<file path="src/rtl/clk_enable_gen.sv">
// Multi-channel clock-enable generator: per-channel divide counters with
// staged ratio updates, a post-reset lock gate and a boundary-aligned
// strobe selector.
module clk_enable_gen #(
  parameter int unsigned NUM_CH      = 3,
  parameter int unsigned SEL_W       = 2,
  parameter int unsigned DIV_W       = 8,
  parameter int unsigned DEF_DIV     = 2,
  parameter int unsigned LOCK_CYCLES = 16
) (
  input  logic              CLK,
  input  logic              RESET,
  input  logic              cfg_valid,
  input  logic [SEL_W-1:0]  cfg_ch,
  input  logic [DIV_W-1:0]  cfg_div,
  output logic              cfg_ready,
  input  logic [SEL_W-1:0]  sel,
  output logic [NUM_CH-1:0] ce,
  output logic              sel_ce,
  output logic [SEL_W-1:0]  sel_active,
  output logic              sel_switching,
  output logic              locked
);

  localparam int unsigned      LOCK_W    = (LOCK_CYCLES > 1) ? $clog2(LOCK_CYCLES) : 1;
  localparam logic [LOCK_W-1:0] LOCK_LAST = LOCK_W'(LOCK_CYCLES - 1);
  localparam logic [DIV_W-1:0]  DIV_DEF   = DIV_W'(DEF_DIV);
  localparam logic [DIV_W-1:0]  DIV_ONE   = DIV_W'(1);
  localparam logic [SEL_W:0]    NUM_CH_W  = (SEL_W + 1)'(NUM_CH);

  localparam logic [1:0] ST_IDLE     = 2'd0;
  localparam logic [1:0] ST_WAIT_OLD = 2'd1;
  localparam logic [1:0] ST_WAIT_NEW = 2'd2;

  logic [LOCK_W-1:0] lock_cnt;

  logic [DIV_W-1:0]  cnt_q  [NUM_CH];
  logic [DIV_W-1:0]  cnt_d  [NUM_CH];
  logic [DIV_W-1:0]  div_q  [NUM_CH];
  logic [DIV_W-1:0]  div_d  [NUM_CH];
  logic [DIV_W-1:0]  pdiv_q [NUM_CH];
  logic [DIV_W-1:0]  pdiv_d [NUM_CH];
  logic [NUM_CH-1:0] pend_q;
  logic [NUM_CH-1:0] pend_d;
  logic [NUM_CH-1:0] ce_d;

  logic [1:0]        state_q;
  logic [1:0]        state_d;
  logic [SEL_W-1:0]  target_q;
  logic [SEL_W-1:0]  target_d;
  logic [SEL_W-1:0]  active_d;
  logic              act_ce;
  logic              sel_ok;

  // Lock counter: locked rises on the LOCK_CYCLES-th edge after release.
  always_ff @(posedge CLK or negedge RESET) begin
    if (!RESET) begin
      lock_cnt <= '0;
      locked   <= 1'b0;
    end else if (!locked) begin
      if (lock_cnt == LOCK_LAST) begin
        locked <= 1'b1;
      end else begin
        lock_cnt <= lock_cnt + LOCK_W'(1);
      end
    end
  end

  // Update acceptance: out-of-range channels are always ready (and dropped).
  always_comb begin
    cfg_ready = 1'b1;
    for (int i = 0; i < int'(NUM_CH); i++) begin
      if (cfg_ch == SEL_W'(i)) begin
        cfg_ready = ~pend_q[i];
      end
    end
  end

  // Per-channel divide counter, staged ratio apply on period boundary, accept.
  always_comb begin
    for (int i = 0; i < int'(NUM_CH); i++) begin
      cnt_d[i]  = cnt_q[i];
      div_d[i]  = div_q[i];
      pdiv_d[i] = pdiv_q[i];
      pend_d[i] = pend_q[i];
      ce_d[i]   = 1'b0;
      if (locked) begin
        if (div_q[i] <= DIV_ONE) begin
          ce_d[i]  = 1'b1;
          cnt_d[i] = '0;
        end else if (cnt_q[i] == div_q[i] - DIV_ONE) begin
          ce_d[i]  = 1'b1;
          cnt_d[i] = '0;
        end else begin
          cnt_d[i] = cnt_q[i] + DIV_ONE;
        end
      end else begin
        cnt_d[i] = '0;
      end
      // ce_d doubles as the boundary marker (wrap edge or ratio <= 1)
      if (pend_q[i] && (!locked || ce_d[i])) begin
        div_d[i]  = pdiv_q[i];
        pend_d[i] = 1'b0;
      end
      if (cfg_valid && (cfg_ch == SEL_W'(i)) && !pend_q[i]) begin
        pend_d[i] = 1'b1;
        pdiv_d[i] = cfg_div;
      end
    end
  end

  // Channel state registers.
  always_ff @(posedge CLK or negedge RESET) begin
    if (!RESET) begin
      for (int i = 0; i < int'(NUM_CH); i++) begin
        cnt_q[i]  <= '0;
        div_q[i]  <= DIV_DEF;
        pdiv_q[i] <= '0;
      end
      pend_q <= '0;
      ce     <= '0;
    end else begin
      for (int i = 0; i < int'(NUM_CH); i++) begin
        cnt_q[i]  <= cnt_d[i];
        div_q[i]  <= div_d[i];
        pdiv_q[i] <= pdiv_d[i];
      end
      pend_q <= pend_d;
      ce     <= ce_d;
    end
  end

  // Strobe of the channel currently driving sel_ce, and request validity.
  always_comb begin
    act_ce = 1'b0;
    for (int i = 0; i < int'(NUM_CH); i++) begin
      if (sel_active == SEL_W'(i)) begin
        act_ce = ce[i];
      end
    end
    sel_ok = ({1'b0, sel} < NUM_CH_W);
  end

  // Selector next state: hand over only on old then new channel pulses.
  always_comb begin
    state_d  = state_q;
    target_d = target_q;
    active_d = sel_active;
    case (state_q)
      ST_IDLE: begin
        if ((sel != sel_active) && sel_ok) begin
          target_d = sel;
          state_d  = ST_WAIT_OLD;
        end
      end
      ST_WAIT_OLD: begin
        if (locked && act_ce) begin
          active_d = target_q;
          state_d  = ST_WAIT_NEW;
        end
      end
      ST_WAIT_NEW: begin
        if (locked && act_ce) begin
          state_d = ST_IDLE;
        end
      end
      default: state_d = ST_IDLE;
    endcase
  end

  // Selector state and registered selector outputs.
  always_ff @(posedge CLK or negedge RESET) begin
    if (!RESET) begin
      state_q       <= ST_IDLE;
      target_q      <= '0;
      sel_active    <= '0;
      sel_switching <= 1'b0;
      sel_ce        <= 1'b0;
    end else begin
      state_q       <= state_d;
      target_q      <= target_d;
      sel_active    <= active_d;
      sel_switching <= (state_d != ST_IDLE);
      sel_ce        <= act_ce;
    end
  end

endmodule

</file>
<file path="config.mk">
export PLATFORM = sky130hd
export DESIGN_NAME = clk_enable_gen
export DESIGN_NICKNAME = d
export VERILOG_FILES = /design/src/rtl/clk_enable_gen.sv
export SDC_FILE = /design/constraint.sdc
export NUM_CORES = 1
export LEC_CHECK = 0
export BUFFER_PORTS_ARGS = -buffer_cell sky130_fd_sc_hd__buf_2
export CORE_UTILIZATION = 31
export CTS_BUF_LIST = sky130_fd_sc_hd__clkbuf_4 sky130_fd_sc_hd__clkbuf_8 sky130_fd_sc_hd__clkbuf_16
export CTS_CLUSTER_SIZE = 30
export DETAILED_ROUTE_END_ITERATION = 16
export GPL_ROUTABILITY_DRIVEN = 0
export GPL_TIMING_DRIVEN = 1
export SLEW_MARGIN = 20
export SYNTH_ARGS = -nofsm -noshare
export SYNTH_HDL_FRONTEND = slang
export SYNTH_SLANG_ARGS = --single-unit
export TNS_END_PERCENT = 50
</file>
<file path="constraint.sdc">
create_clock -name CLK -period 6.09 [get_ports CLK]
set_clock_uncertainty 0.05 [all_clocks]
set_input_delay 1.218 -clock CLK [delete_from_list [all_inputs] [get_ports CLK]]
set_output_delay 1.218 -clock CLK [all_outputs]
set_load 0.005 [all_outputs]
</file>
==> impl_metrics.yaml <==
die:
  core_region_area_sq_mm: 0.0140
  placementRows: 43
  ios: 24
  die_area_sq_mm: 0.0151
  dieHeight_um: 123
  dieWidth_um: 123
  initial_core_util_pct: 32.2
clock_tree:
  cts_buffers: 9
  cts.sinks: 91
  htreeDepth: 3
  post_cts_buffers: 0
  post_cts_resized: 0
  clockRootBuffer: "clkbuf_16"
  hold_buffers: 0
  clkTransAtPathRegs_ns: 0.06
  clock_latency_ns: 0.34
  cts_tree: "yes"
  clockBufferDepth: 2
synthesis:
  synthCells: 374
  syn_avg_cell_area_sq_um: 12.1
  synth_mux_area_share_pct: 14.3
  netlist_area_sq_mm: 0.00453
  synth_edf_count: 0
  yosysUniqueCellTypes: 54
  synth_flop_cell: "dfrtp_1"
  synth_nets: 399
  synthArstFlopShare_pct: 100
  yosysWarningCount: 0
  synth-simple-area-share_pct: 14.9
  ys_ff_latch: 91
  synth-xor-area-share_pct: 10.2
  synth-compound-area-share_pct: 5.92
  yosysSeqAreaShare_pct: 50.4
  synthAdderAreaFrac_pct: 2.76
  synth_top_family_by_area: "simple AND/OR/NAND/NOR gates"
timing:
  rsz0062_at_grt: "no"
  period_share_pct: 51.5
  timing.fmax_mhz: 319
  period_minus_slack_ns: 3.14
  setup_violations: 0
  max_slew_margin_pct: 29.4
  slew_violations: 0
  tns_ns: 0
  tightest_slew_ns: 1.06
  hold_viol: 0
detailed_routing:
  drt_wl_total_um: 8590
  dr.pass1.iters: 4
  antenna_left: 0
  avgRoutedWirePerCell_um: 14.6
  avgViaCountPerCell: 4.84
  vias: 2848
  drtIter0Drc: 138
  drc: 0
global_routing:
  grt_util_met1_pct: 16.7
  grt_use_total_pct: 12.7
  grt_pass1_wl_um: 14400
  use_met2_pct: 19.8
  top_usage_layer: "met2"
  antenna_found_initial: 0
  grt_util_met3_pct: 3.39
  grt_max_degree: 92
  grt_pass1_vias: 2899
  grt-ovfl-total: 0
pwr:
  power_mw: 2.80
  ir_drop_mv: 0.176
  p_leak_nw: 2.30
  powerDensity_mw_per_mm2: 536
setup_path:
  cp-end-kind: "output port"
  cp.required_ns: 4.82
  crit_arrival_ns: 1.87
  cp_max_fo: 4
  startpoint: "cfg_ch[0]"
  cp-start-kind: "input port"
  worst-setup-path-type: "in -> out"
  worstReg2RegStart: "div_q[9]"
finish:
  drive_above_1_share_pct: 26.5
  nNetsFinal: 429
  syn_to_final_growth_pct: 15.7
  fillers: 1349
  diodes: 0
worst_hold_path:
  min_from: "pdiv_q[20]"
  hold_path.class: "reg -> reg"
flow_run:
  max-cap-violations: 0
outcome:
  run_status: "complete, no violations"
placement:
  io_buffers: 23
  dp_hpwl_um: 6240
-- final timing paths --
path	end	slack, ns	cells after the start
min reg2reg	div_q[20]	0.43	1
max	cfg_ready	2.95	5
min	div_q[20]	0.43	1
min in group asynchronous	cnt_q[13]	0.89	1
max reg2reg	div_q[10]	3.09	8
max in group asynchronous	lock_cnt[2]	4.55	1
-- logic make-up (layout without fill, tap and decap cells) --
family	Yosys count	in the layout
fa+ha+maj	10	10
buf+inv	17	51
compound gates	31	31
xor+xnor	52	52
mux	55	55
flops	91	91
simple gates	118	118
-- final cells by class --
cell class / count / area [sq um] / share of cell area [%]
Multi-Input combinational cell: 266 / 2190 / 41.9
Clock inverter: 5 / 125 / 2.39
Timing Repair Buffer: 24 / 129 / 2.46
Clock buffer: 10 / 239 / 4.56
Inverter: 12 / 45.0 / 0.860
Tap cell: 180 / 225 / 4.30
Sequential cell: 91 / 2280 / 43.6
-- worst max-delay path, cell delays in order --
cell and delay [ns]:
buf_2 0.15, mux2i_1 0.20, nor2_1 0.05, a31oi_1 0.12, buf_2 0.13
-- where the power goes --
group / switching, mW / internal, mW
Combinational: 0.428 / 0.532
Clock: 0.221 / 0.450
Sequential: 0.296 / 0.877
Total: 0.945 / 1.86
-- synth_stat cells, types with 3 or more instances --
cell	instances	area [sq um]
a31oi_1	3	18.8
nand2b_1	5	31.3
dfstp_2	3	78.8
nor2b_1	5	31.3
ha_1	10	125
or4_4	3	33.8
mux2i_1	3	30.0
xor2_1	31	272
and2_1	3	18.8
nor2_1	33	124
mux2_4	8	120
nor4_1	3	18.8
nand3b_1	3	22.5
inv_1	12	45.0
dfrtp_1	88	2200
nand3_1	16	80.1
buf_2	3	15.0
and3_1	8	50.1
nand2_1	6	22.5
nor3_1	12	60.1
o21ai_0	5	25.0
xnor2_1	20	175
a21oi_1	4	20.0
nand4_1	3	18.8
mux2_1	6	67.6
or2_2	4	25.0
mux2_2	38	428
-- cell usage in the layout (no fill, tap or decap), types with 6 or more instances in the layout --
cell type / netlist / routed
dfrtp_1: 88 / 88
mux2_2: 38 / 38
nor2_1: 33 / 33
xor2_1: 31 / 31
buf_2: 3 / 22
xnor2_1: 20 / 20
nand3_1: 16 / 16
inv_1: 12 / 12
nor3_1: 12 / 12
ha_1: 10 / 10
clkbuf_16: 0 / 9
and3_1: 8 / 8
mux2_4: 8 / 8
nand2_1: 6 / 6
mux2_1: 6 / 6
-- metrics by stage --
| step | worst slack [ns] | hold slack [ns] | util (%) | std cells | instance area, sq um |
|---|---|---|---|---|---|
| after global placement | 2.98 | 0.412 | 34.6 | 573 | 4860 |
| final | 2.95 | 0.433 | 37.3 | 588 | 5240 |
| after detailed placement | 2.97 | 0.423 | 34.6 | 573 | 4860 |
| after CTS | 2.97 | 0.437 | 37.2 | 588 | 5220 |
| after global routing | 2.88 | 0.452 | 37.3 | 588 | 5240 |
| after floorplan | 3.25 | 0.397 | - | 374 | 4530 |
-- per-layer routing --
metal | part of all wire [%] | vias up
li1 | - | 1383
met1 | 48 | 1425
met2 | 47 | 30
met3 | 3.2 | 10
met4 | 1.5 | 0
met5 | 0 | -
-- state kept, by name, summed over array words and instances, names as in the netlist --
name,count
sel_active,2
sel_switching,1
state_q,2
locked,1
pdiv_q,24
lock_cnt,4
cnt_q,24
pend_q,3
ce,3
div_q,24
sel_ce,1
target_q,2
No activity file was read; power rests on OpenSTA's default activity.
